[src/rtl/sprite_rom_arbiter.sv]
// Round-robin arbiter sharing one synchronous sprite ROM read port among display layers.
// A one-hot tag pipeline matched to the ROM latency steers each returned word to its requester.
module sprite_rom_arbiter #(
    parameter int NUM_REQ     = 4,
    parameter int ADDR_W      = 14,
    parameter int DATA_W      = 12,
    parameter int ROM_LATENCY = 2
) (
    input  logic                      clk,
    input  logic                      reset,
    input  logic [NUM_REQ-1:0]        req,
    input  logic [NUM_REQ*ADDR_W-1:0] req_addr,
    output logic [NUM_REQ-1:0]        gnt,
    output logic                      rom_en,
    output logic [ADDR_W-1:0]         rom_addr,
    input  logic [DATA_W-1:0]         rom_data,
    output logic [NUM_REQ-1:0]        rsp_valid,
    output logic [DATA_W-1:0]         rsp_data
);
    localparam int IDX_W = (NUM_REQ > 1) ? $clog2(NUM_REQ) : 1;

    logic [IDX_W-1:0]   r_last_gnt;
    logic [NUM_REQ-1:0] r_tag [ROM_LATENCY];

    logic [IDX_W-1:0]   w_cand;
    logic [IDX_W-1:0]   w_gnt_idx;
    logic               w_found;
    logic [NUM_REQ-1:0] w_gnt;

    // Search starts just after the last winner, so that winner drops to lowest priority.
    always_comb begin
        w_cand    = '0;
        w_gnt_idx = '0;
        w_found   = 1'b0;
        w_gnt     = '0;
        for (int k = 1; k <= NUM_REQ; k++) begin
            w_cand = IDX_W'((int'(r_last_gnt) + k) % NUM_REQ);
            if (!w_found && req[w_cand]) begin
                w_found   = 1'b1;
                w_gnt_idx = w_cand;
            end
        end
        if (reset) begin
            w_found = 1'b0;
        end
        if (w_found) begin
            w_gnt[w_gnt_idx] = 1'b1;
        end
    end

    assign gnt      = w_gnt;
    assign rom_en   = w_found;
    assign rom_addr = w_found ? req_addr[int'(w_gnt_idx)*ADDR_W +: ADDR_W] : '0;

    always_ff @(posedge clk) begin
        if (reset) begin
            r_last_gnt <= IDX_W'(NUM_REQ - 1);
        end else if (w_found) begin
            r_last_gnt <= w_gnt_idx;
        end
    end

    always_ff @(posedge clk) begin
        if (reset) begin
            for (int k = 0; k < ROM_LATENCY; k++) begin
                r_tag[k] <= '0;
            end
        end else begin
            r_tag[0] <= w_gnt;
            for (int k = 1; k < ROM_LATENCY; k++) begin
                r_tag[k] <= r_tag[k-1];
            end
        end
    end

    // The last tag stage lines up with the ROM word for that grant.
    always_ff @(posedge clk) begin
        if (reset) begin
            rsp_valid <= '0;
            rsp_data  <= '0;
        end else begin
            rsp_valid <= r_tag[ROM_LATENCY-1];
            if (|r_tag[ROM_LATENCY-1]) begin
                rsp_data <= rom_data;
            end
        end
    end
endmodule

[config.mk]
export PLATFORM = sky130hd
export DESIGN_NAME = sprite_rom_arbiter
export DESIGN_NICKNAME = d
export VERILOG_FILES = /design/src/rtl/sprite_rom_arbiter.sv
export SDC_FILE = /design/constraint.sdc
export NUM_CORES = 1
export LEC_CHECK = 0
export ABC_AREA = 0
export CAP_MARGIN = 0
export CORE_MARGIN = 2
export CORE_UTILIZATION = 30
export CTS_CLUSTER_DIAMETER = 30
export CTS_CLUSTER_SIZE = 8
export DETAILED_ROUTE_END_ITERATION = 16
export GPL_ROUTABILITY_DRIVEN = 1
export PLACE_DENSITY = 0.77
export SETUP_SLACK_MARGIN = 0.1
export SLEW_MARGIN = 5
export SYNTH_ARGS = -nofsm -noshare
export SYNTH_HDL_FRONTEND = slang
export SYNTH_SLANG_ARGS = --single-unit
[constraint.sdc]
create_clock -name clk -period 1.85 [get_ports clk]
set_clock_uncertainty 0.05 [all_clocks]
set_input_delay 0.37 -clock clk [delete_from_list [all_inputs] [get_ports clk]]
set_output_delay 0.37 -clock clk [all_outputs]
set_load 0.02 [all_outputs]
* Word level (Yosys, flattened, before mapping) *
Memory sizes are Yosys's and may differ from the RTL's.
Index checks and enable logic that the tools add are counted.

cells by class
  magnitude comparators = 6
  divide/modulo/power cells = 0
  shift operators = 1
  bitwise operators = 2
  muxes and demuxes = 26
  equal/unequal tests = 0
  $add $sub $neg = 4
  multipliers = 1
  reductions and logical operators = 8

operator list
  kind                                                                    number
  56-bit by 7-bit indexed part select with 14-bit output                  1
  2-bit by 3-bit < comparator with 1-bit output (second input constant)   5
  14-bit two-way mux                                                      1
  1-bit two-way mux                                                       13
  4-bit two-way mux                                                       3
  1-bit binary-select mux with 2-bit select                               4
  2-bit two-way mux                                                       4
  2-bit by 3-bit multiplier with 5-bit output (second input constant)     1
  2-bit by 1-bit adder with 2-bit output (second input constant)          2
  2-bit adder (second input constant)                                     2
  1-bit logical AND                                                       4
  4-bit OR reduction                                                      1
  1-bit zero test                                                         3
  1-bit demux with 2-bit select                                           1
  2-bit by 1-bit >= comparator with 1-bit output (second input constant)  1
  1-bit bitwise OR                                                        2

storage, ports and cells
  bits of input ports = 74
  memories kept = 1
  memory bits (read-only) = 0
  word-level logic and storage cells = 52
  bits in writable memories = 8
  bits in latches = 0
  output and inout port bits = 35
  register bits = 18

memories
  memory  depth  width  rd ports  clocked after memory_dff  write ports  RTL line  source
  r_tag   2      4      2         0                         2            23        logic [NUM_REQ-1:0] r_tag [ROM_LATENCY];

* Longest topological paths before layout *
Gate-level depths: netlist (run 1).

  depth in word-level cells = 19
  gate-level depth with buffers = 7
  depth with buffers taken out = 5

* Least setup slack after synthesis (run 1) *
OpenSTA, ideal clock, no wires.

  path kind = input -> output
  start point = in req[1]
  end point = out rom_addr[11]
  slack = -0.190 ns
  stages = 7
  buffers on the path = 2
  data arrival time = 1.620 ns
  required time = 1.430 ns
  path through = or2_1 -> nor3_1 -> nor2_1 -> nand2b_1 -> buf_6 -> buf_8 -> o22ai_1

between the ends
  elaborated cells on any way between the ends = 26
  those cells by class = 1 x mul; 1 x shift; 18 x mux; 6 x reduce/logical

RTL lines
  item                                       RTL line  source
  start: declaration                         11        input logic [NUM_REQ-1:0] req,
  1-bit binary-select mux with 2-bit select  38        if (!w_found && req[w_cand]) begin
  1-bit two-way mux (implied by the code)    38
  1-bit two-way mux                          38
  1-bit zero test                            38
  1-bit logical AND                          38
  1-bit two-way mux                          38
  1-bit zero test                            38
  1-bit logical AND                          38
  1-bit two-way mux                          38
  1-bit zero test                            38
  1-bit logical AND                          38
  1-bit two-way mux (*)                      38
  1-bit two-way mux (*)                      43        if (reset) begin
  net rom_en                                 14        output logic rom_en,
  14-bit two-way mux (*)                     53        assign rom_addr = w_found ? req_addr[int'(w_gnt_idx)*ADDR_W +: ADDR_W] : '0;
  end: declaration                           15        output logic [ADDR_W-1:0] rom_addr,

Mark *: on every way through the listed nets, which the timed path passes. The rest lies on a longest branch. The select of a mux whose other input is x is not followed.

* Worst setup path in the final report (run 1) *
  start point = reg r_last_gnt[0]
  end point = out rom_addr[5]

between the ends
  word-level cells in the longest chain between the ends = 16
  elaborated cells on any way between the ends = 30
  those cells by class = 4 x add/sub; 1 x mul; 1 x shift; 18 x mux; 6 x reduce/logical

ends and longest elaborated chain
  item                                                    RTL line  source
  start: declaration                                      22        logic [IDX_W-1:0] r_last_gnt;
  start signal: assignment                                57        r_last_gnt <= IDX_W'(NUM_REQ - 1);
  start signal: assignment                                59        r_last_gnt <= w_gnt_idx;
  2-bit by 1-bit adder with 2-bit output                  37        w_cand = IDX_W'((int'(r_last_gnt) + k) % NUM_REQ);
  1-bit binary-select mux with 2-bit select               38
  1-bit two-way mux (implied by the code)                 38
  1-bit two-way mux                                       38
  1-bit zero test                                         38
  1-bit logical AND                                       38
  1-bit two-way mux                                       38
  1-bit zero test                                         38
  1-bit logical AND                                       38
  1-bit two-way mux                                       38
  1-bit zero test                                         38
  1-bit logical AND                                       38
  2-bit two-way mux                                       38
  2-bit by 3-bit multiplier with 5-bit output             53
  56-bit by 7-bit indexed part select with 14-bit output  53
  14-bit two-way mux (*)                                  53

Every way passes the cells marked *; elsewhere a longest branch is shown, timed or not. The select of a mux whose other input is x is not followed.

==> reports/metrics.csv, run 1 <==
metric,value,unit
WP buf/inv,4,
Lkg Pwr,0.00128,uW
Internal Power,1550,uW
I/O pin count,109,
worst setup path class,reg -> out,
worst-path cell chain,"nand2b_4, a21oi_4, a211oi_4, buf_6, buf_12, buf_16, mux2i_1, o22ai_2, buf_6",
Switching Fraction,29.6,%
Unique masters post-synth,25,
gpl congestion,0.777,
Rows,24,
clock transition at the registers of the reported paths,0.09,ns
Final setup viols,18,
"Top cell by count, worst path",buf_6,
Root Buffer,clkbuf_8,
routed length on met1,1880,um
antenna diode count,0,
clock power share,20.9,%
largest net degree at the start of global routing,23,
Layout Nets,360,
global-route wire length before repair,7490,um
Max Root-Sink Buffers,2,
RSZ-0062 raised after global routing,true,
Via Count,1633,
1st-iter DRT viols,77,
total grt overflow,0,
Hold Fails Final Rpt,0,
cell with the most instances after synthesis,mux2i_1,
most frequent cells after synthesis,"mux2i_1, dfxtp_1, nand2_1",
crit path DAT,1.95,ns
critical path startpoint category,flip-flop,
YS warnings,0,
TritonCTS clock tree,yes,
uppermost layer routed,met4,
cts bufs inserted,3,
Post-synth EDFFs,0,
Design Power,2190,uW
CP peak stage delay,0.35,ns
ranking of synthesized cells by area,"dfxtp_1, mux2i_1, nand2_1",
violated checks,negative setup slack,
Post-Syn Nets,227,
Worst Max-Slew Pin Slew,0.400,ns
Psw,648,uW
starting density of the core,31.4,%
Post-DRT Antenna Nets,0,
Layout area overhead,132,%
dpl hpwl,3160,um
Wirelength per Cell,14.2,um
Mapped Area,0.00139,mm^2
sequential fraction of design power,28.6,%
"area leader, netlist",dfxtp_1,
1st-pass router iterations,4,
CP max-delay cell,dfxtp_2,
"Seq/Total Area, Yosys",37.5,%
Synth Instances,153,
Clock Sink Count,26,
die height,72.0,um
Synth async-reset ratio,0,%
"Clk Latency, worst-skew pair",0.27,ns
Critical Path RT,1.43,ns
met3 WL,282,um
Max VDD drop,0.414,mV
gr usage total,17.9,%
HP Class,reg -> reg,
final WL,4770,um
FMAX,0.422,GHz
core area,0.00441,mm^2
Synth Flop Type,dfxtp_1,
Top Family by Delay on Critical Path,buffers and inverters,
status,"complete, but fails checks",
Mean Syn Cell Area,9.07,um^2
fraction of layout cells with a size suffix above 1,38.6,%
MaxCap Viol Count,0,
fin crit share,128,%
fin. max-slew vios,0,
combinational group share of total power,50.5,%
drt drc,0,
die footprint,0.00519,mm^2
DP Cell Count,317,
largest fanout on the critical path,8,
vias per std cell,4.85,
vias in the first global route,1658,
Setup WS post-layout,-0.520,ns
post-route minimum period,2.37,ns
Rel. slew slack,73.4,%
Synth top area share,37.5,%
"flops & latches, synth",26,
Die Width,72.0,um
H-Tree Depth,1,
Worst Setup End Kind,output pin,
IO Port Bufs,108,
Layout Cells excl Fill,337,
Power Density,682,mW/mm^2
met2 WL,2530,um
initial antenna violation count,0,
==> power by group through the flow <==
stage,combinational [uW],sequential (uW),clock [uW]
6_report,1110,627,459
4_1_cts,1010,626,469
3_5_place_dp,824,637,0
2_1_floorplan,420,667,0
5_1_grt,1170,632,487
3_3_place_gp,818,636,0
==> layout by cell type, fill, tap and decap left out, types with 2 or more instances in the layout <==
| master | n |
|---|---|
| clkdlybuf4s50_1 | 85 |
| nand2_1 | 24 |
| dfxtp_1 | 24 |
| buf_6 | 23 |
| buf_4 | 17 |
| o22ai_2 | 14 |
| a21oi_1 | 12 |
| mux2i_1 | 11 |
| mux2i_2 | 10 |
| nor2b_1 | 8 |
| mux2i_4 | 7 |
| buf_12 | 6 |
| nor2_1 | 5 |
| nand2b_4 | 4 |
| nor2_2 | 3 |
| clkbuf_8 | 3 |
| buf_16 | 3 |
| or2_4 | 2 |
| nor2_4 | 2 |
| buf_2 | 2 |
| dfxtp_2 | 2 |
==> metrics by stage <==
stage	hold slack, ns	area (um^2)	setup slack, ns	setup TNS (ns)	utilization, %
after floorplan	0.364	1490	-0.0190	-0.247	-
after global placement	0.372	2690	-1.14	-21.30	60.8
after detailed placement	0.383	2690	-1.16	-21.55	60.8
after CTS	0.397	3040	-0.469	-7.28	68.8
after global routing	0.409	3220	-0.632	-10.12	72.9
final	0.394	3220	-0.520	-8.35	72.9
==> cells by family after synthesis <==
group / synth area share [%]
flip-flops: 37.5
buffers and inverters: 7.30
AND/OR/NAND/NOR: 17.7
multiplexers: 21.0
AO/OA/AOI/OAI: 16.5
==> sequential cells by signal, indices dropped and copies added, names as in the netlist <==
signal      count
r_tag           8
rsp_valid       4
rsp_data       12
r_last_gnt      2
==> metal layers <==
layer  global-route usage, %  up-vias
met5                       0        -
met4                    3.35        0
met3                    4.44       10
met2                    32.2       62
met1                    21.7      758
li1                        -      803
==> worst paths after layout <==
path                 start            end  slack (ns)  cells past startpoint
max          r_last_gnt[0]    rom_addr[5]       -0.52                      9
min            r_tag[0][1]    r_tag[0][5]        0.39                      1
max reg2reg  r_last_gnt[0]  r_last_gnt[0]        0.14                      6
min reg2reg    r_tag[0][1]    r_tag[0][5]        0.39                      1
==> repair_timing <==
item	CTS	global route
pin swaps	8	9
cloned	3	0
buffers inserted	9	4
gates resized for setup	144	29
setup endpoints to repair	20	20
hold buffers	0	0
==> area by class of cell <==
cell class	instances	area [um^2]
timing repair buffer	139	1490
fill	316	1200
multi-input combinational	115	1070
sequential	26	523
tap	52	65.1
clock buffer	3	41.3
clock inverter	1	30.0
inverter	1	3.75
No activity file was read; power rests on OpenSTA's default activity.
==> inputs of run 2 (changes only) <==
--- a/config.mk
+++ b/config.mk
@@ -7,7 +7,6 @@
 export LEC_CHECK = 0
 export ABC_AREA = 0
 export CAP_MARGIN = 0
-export CORE_MARGIN = 2
 export CORE_UTILIZATION = 30
 export CTS_CLUSTER_DIAMETER = 30
 export CTS_CLUSTER_SIZE = 8
==> run 2 against run 1 <==
The run still ends with negative setup slack left; core utilization decreased by 1.0 points; clock power is essentially flat; worst setup slack improved by 0.054 ns; critical path depth decreased by 1; critical path type unchanged; die area decreased by 5.5%; first-iteration DRC count is 27% lower; via count grew 0.61%.
==> reports/metrics.csv, run 2 (synthesis gave the netlist of run 1 again) <==
metric,value,unit
I/O pin count,109,
WP buf/inv,4,
Max VDD drop,0.433,mV
Power Density,679,mW/mm^2
1st-iter DRT viols,56,
1st-pass router iterations,4,
FMAX,0.432,GHz
Hold Fails Final Rpt,0,
RSZ-0062 raised after global routing,true,
Root Buffer,clkbuf_8,
Critical Path RT,1.43,ns
dpl hpwl,3260,um
DP Cell Count,318,
most frequent cells in the layout,"clkdlybuf4s50_1, nand2_1, dfxtp_1, buf_6, buf_4",
Layout Cells excl Fill,335,
critical path startpoint category,flip-flop,
worst-path cell chain,"nand2b_4, buf_4, buf_4, a31oi_4, nand2b_1, buf_12, nor2_4, clkdlybuf4s15_2",
r2r setup slk,0.08,ns
starting density of the core,31.4,%
Wirelength per Cell,14.6,um
core area,0.00441,mm^2
"Clk Latency, worst-skew pair",0.26,ns
multi-input logic area,0.00104,mm^2
HP Class,reg -> reg,
post-route minimum period,2.32,ns
initial antenna violation count,0,
Lkg Pwr,0.00126,uW
MaxCap Viol Count,0,
worst setup path class,reg -> out,
sequential fraction of design power,29.2,%
Clock Sink Count,26,
met3 GRT Util,4.76,%
clock power share,21.3,%
Largest Register,rsp_data,
Switching Fraction,29.7,%
cts hold-fix bufs,0,
Final setup viols,18,
"Top cell by count, worst path",buf_4,
gpl congestion,0.732,
vias per std cell,4.90,
final WL,4910,um
CP max-delay cell,dfxtp_2,
antenna diode count,0,
vias in the first global route,1664,
Die Width,70.0,um
gr usage total,19.5,%
TritonCTS clock tree,yes,
die footprint,0.00490,mm^2
largest fanout on the critical path,15,
Psw,639,uW
die height,70.0,um
fin. max-slew vios,0,
met2 Usage GRT,34.8,%
drt drc,0,
Via Count,1643,
Rows,24,
largest net degree at the start of global routing,23,
crit path DAT,1.90,ns
top flop regs,"rsp_data x12, r_tag x8, rsp_valid x4",
Rel. slew slack,73.9,%
status,"complete, but fails checks",
Internal Power,1510,uW
Post-DRT Antenna Nets,0,
gr busiest metal,met2,
Fillers,309,
H-Tree Depth,1,
Layout area overhead,129,%
Max Root-Sink Buffers,2,
setup slack after placement,-1.15,ns
Setup WS post-layout,-0.466,ns
total grt overflow,0,
clock transition at the registers of the reported paths,0.09,ns
"most common cell after layout, fill and taps aside",clkdlybuf4s50_1,
max FFs per register,12,
cts bufs inserted,3,
fraction of layout cells with a size suffix above 1,37.1,%
Worst Max-Slew Pin Slew,0.392,ns
met1 Use GR,22.0,%
fin crit share,125,%
global-route wire length before repair,7630,um
Top Family by Delay on Critical Path,buffers and inverters,
Layout Nets,358,
violated checks,negative setup slack,
CP peak stage delay,0.34,ns
register area,523,um^2
IO Port Bufs,108,
combinational group share of total power,49.5,%
Worst Setup End Kind,output pin,
run 2: layout make-up:
type	instances	share of cell area [%]
tap	52	2.05
multi-input combinational	115	32.9
clock buffer	3	1.30
sequential	26	16.5
clock inverter	1	0.947
timing repair buffer	137	46.2
inverter	1	0.118
run 2: timing repair:
action	4_1_cts	5_1_grt
setup endpoints to repair	20	20
setup buffers	10	3
pin swaps	9	7
resized for setup	138	32
gates cloned	3	0
run 2: path summary, 6_finish.rpt:
path / endpoint / cells past startpoint / start
min: r_tag[0][5] / 1 / r_tag[0][1]
min reg2reg: r_tag[0][5] / 1 / r_tag[0][1]
max: gnt[2] / 8 / r_last_gnt[0]
max reg2reg: r_last_gnt[0] / 6 / r_last_gnt[0]
run 2: power by group through the flow:
stage / logic, uW / registers (uW) / clock network [uW]
CTS: 1030 / 626 / 467
global route: 1130 / 633 / 499
detailed placement: 836 / 638 / 0
floorplan: 420 / 667 / 0
finish: 1070 / 628 / 458
global placement: 827 / 635 / 0
run 2: worst reg2reg max path, cell delays in order (launching register included):
cell and delay (ns):
dfxtp_2 0.35, nand2b_4 0.14, o21ai_4 0.07, a211o_2 0.38
buf_4 0.16, mux2_2 0.25, or2_2 0.27
run 2: per-stage QoR:
step	util [%]	area [um^2]	power, uW	hold slack (ns)	TNS (ns)
after floorplan	-	1490	1090	0.364	-0.247
after global placement	61.3	2710	1460	0.367	-20.96
after detailed placement	61.3	2710	1470	0.372	-21.45
after CTS	69.7	3080	2120	0.390	-7.25
after global routing	71.9	3170	2260	0.405	-9.50
final	71.9	3170	2150	0.390	-7.80
run 2: per-layer routing:
metal	wire length (um)	vias up	share of wire (%)
met1	1890	765	39
li1	-	796	-
met2	2530	64	51
met3	291	18	5.9
met5	0	-	0
met4	199	0	4.1
==> inputs of run 3 (changes only) <==
--- a/config.mk
+++ b/config.mk
@@ -13,6 +13,7 @@
 export DETAILED_ROUTE_END_ITERATION = 16
 export GPL_ROUTABILITY_DRIVEN = 1
 export PLACE_DENSITY = 0.77
+export RECOVER_POWER = 25
 export SETUP_SLACK_MARGIN = 0.1
 export SLEW_MARGIN = 5
 export SYNTH_ARGS = -nofsm -noshare
==> run 3 against run 2 <==
The flow still finishes with violations (negative setup slack); combinational power about the same; count of clock-buffer cells in the layout unchanged; non-clock buffer count did not move; final cell count unchanged; sequential cell count unchanged; critical path depth unchanged; global-route usage unchanged; critical path type unchanged; highest routed layer unchanged.
==> reports/metrics.csv, run 3 (synthesis gave the netlist of run 1 again) <==
metric,value,unit
status,"complete, but fails checks",
violated checks,negative setup slack,
TritonCTS clock tree,yes,
Lkg Pwr,0.00126,uW
Clock Sink Count,26,
reg2reg end,r_last_gnt[0],
Wirelength per Cell,14.6,um
clock transition at the registers of the reported paths,0.08,ns
HP Class,reg -> reg,
Fillers,310,
top flop regs,"rsp_data x12, r_tag x8, rsp_valid x4",
MaxCap Viol Count,0,
Root Buffer,clkbuf_8,
1st-pass router iterations,4,
Max VDD drop,0.432,mV
Worst Setup EP,gnt[2],
most frequent cells in the layout,"clkdlybuf4s50_1, nand2_1, dfxtp_1, buf_6, buf_4",
Final Cell Area,0.00317,mm^2
"most common cell after layout, fill and taps aside",clkdlybuf4s50_1,
Layout Nets,358,
CP max-delay cell,dfxtp_2,
fin. max-slew vios,0,
FMAX,0.432,GHz
RR Startpoint,r_last_gnt[0],
H-Tree Depth,1,
cts bufs inserted,3,
Design Power,2150,uW
Largest Register,rsp_data,
RSZ-0062 raised after global routing,true,
drt drc,0,
Setup WS post-layout,-0.466,ns
fin crit share,125,%
critical path startpoint category,flip-flop,
vias per std cell,4.91,
largest net degree at the start of global routing,23,
largest fanout on the critical path,15,
placed inst area,0.00271,mm^2
cts hold-fix bufs,0,
Layout area overhead,128,%
die footprint,0.00490,mm^2
dpl hpwl,3260,um
Rel. slew slack,71.2,%
CP peak stage delay,0.34,ns
final WL,4900,um
die height,70.0,um
register area,523,um^2
crit path from,r_last_gnt[0],
antenna diode count,0,
Power Density,678,mW/mm^2
worst setup path class,reg -> out,
Max Root-Sink Buffers,2,
gpl congestion,0.732,
IO Port Bufs,108,
worst-path cell chain,"nand2b_4, buf_4, buf_4, a31oi_4, nand2b_1, buf_12, nor2_4, clkdlybuf4s15_2",
Post-DRT Antenna Nets,0,
Final setup viols,18,
multi-input logic area,0.00104,mm^2
vias in the first global route,1664,
fraction of layout cells with a size suffix above 1,37.1,%
gr usage total,19.5,%
Hold Fails Final Rpt,0,
Worst Max-Slew Pin Slew,0.431,ns
crit path DAT,1.90,ns
I/O pin count,109,
"Top cell by count, worst path",buf_4,
Via Count,1646,
core area,0.00441,mm^2
r2r setup slk,0.08,ns
initial antenna violation count,0,
"Clk Latency, worst-skew pair",0.26,ns
Worst R2R Path Depth,6,
max FFs per register,12,
starting density of the core,31.4,%
global-route wire length before repair,7630,um
Die Width,70.0,um
total grt overflow,0,
post-route minimum period,2.32,ns
Rows,24,
1st-iter DRT viols,50,
Critical Path RT,1.43,ns
Worst Setup End Kind,output pin,
run 3: cell count changes in the layout (fill, tap and decap cells not counted), sizes merged:
| cell | delta |
|---|---|
| buf | -1 |
| clkbuf | +1 |
| clkdlybuf4s50 | -1 |
| dlygate4sd3 | +1 |
run 3: worst min-delay path by stage:
stage	from	to	depth (start not counted)
2_1_floorplan	r_tag[0][0]	r_tag[0][4]	1
3_3_place_gp	r_tag[0][0]	r_tag[0][4]	1
3_5_place_dp	r_tag[0][3]	r_tag[0][7]	1
4_1_cts	r_tag[0][3]	r_tag[0][7]	1
5_1_grt	r_tag[0][1]	r_tag[0][5]	1
6_report	r_tag[0][1]	r_tag[0][5]	1
run 3: report_power, final:
group          internal (uW)  leakage, uW  switching, uW
Combinational            621      0.00102            444
Sequential               603     0.000212           25.1
Clock                    289    0.0000357            167
Total                   1510      0.00126            636
run 3: per-layer routing:
| layer | vias to the layer above | routed length [um] | track usage [%] |
|---|---|---|---|
| li1 | 796 | - | - |
| met1 | 768 | 1880 | 22.0 |
| met2 | 64 | 2530 | 34.8 |
| met3 | 18 | 291 | 4.76 |
| met4 | 0 | 199 | 7.56 |
| met5 | - | 0 | 0 |
run 3: critical path, delay by kind of cell (launching register included):
kind,cells,cell delay [ns]
flops,1,0.34
buf+inv,4,0.71
simple gates,3,0.37
compound gates,1,0.21
run 3: final cells by class:
| type | count | share of cell area (%) |
|---|---|---|
| Timing Repair Buffer | 137 | 46.2 |
| Multi-Input combinational cell | 115 | 32.9 |
| Sequential cell | 26 | 16.5 |
| Clock inverter | 1 | 0.947 |
| Clock buffer | 3 | 1.30 |
| Inverter | 1 | 0.118 |
| Tap cell | 52 | 2.05 |
run 3: through the flow:
step | setup TNS (ns) | hold slack, ns | utilization [%] | setup WS (ns) | instances
2_1_floorplan | -0.247 | 0.364 | - | -0.0190 | 153
3_3_place_gp | -20.96 | 0.367 | 61.3 | -1.13 | 318
3_5_place_dp | -21.45 | 0.372 | 61.3 | -1.15 | 318
4_1_cts | -7.25 | 0.390 | 69.7 | -0.485 | 334
5_1_grt | -9.50 | 0.405 | 71.8 | -0.567 | 335
6_report | -7.80 | 0.388 | 71.8 | -0.466 | 335
run 3: timing repair:
action                     4_1_cts  5_1_grt
pin swaps                        9        7
cloned                           3        0
hold endpoints to repair         0        0
setup endpoints to repair       20       20
resized for setup              138       32
setup buffers                   10        3
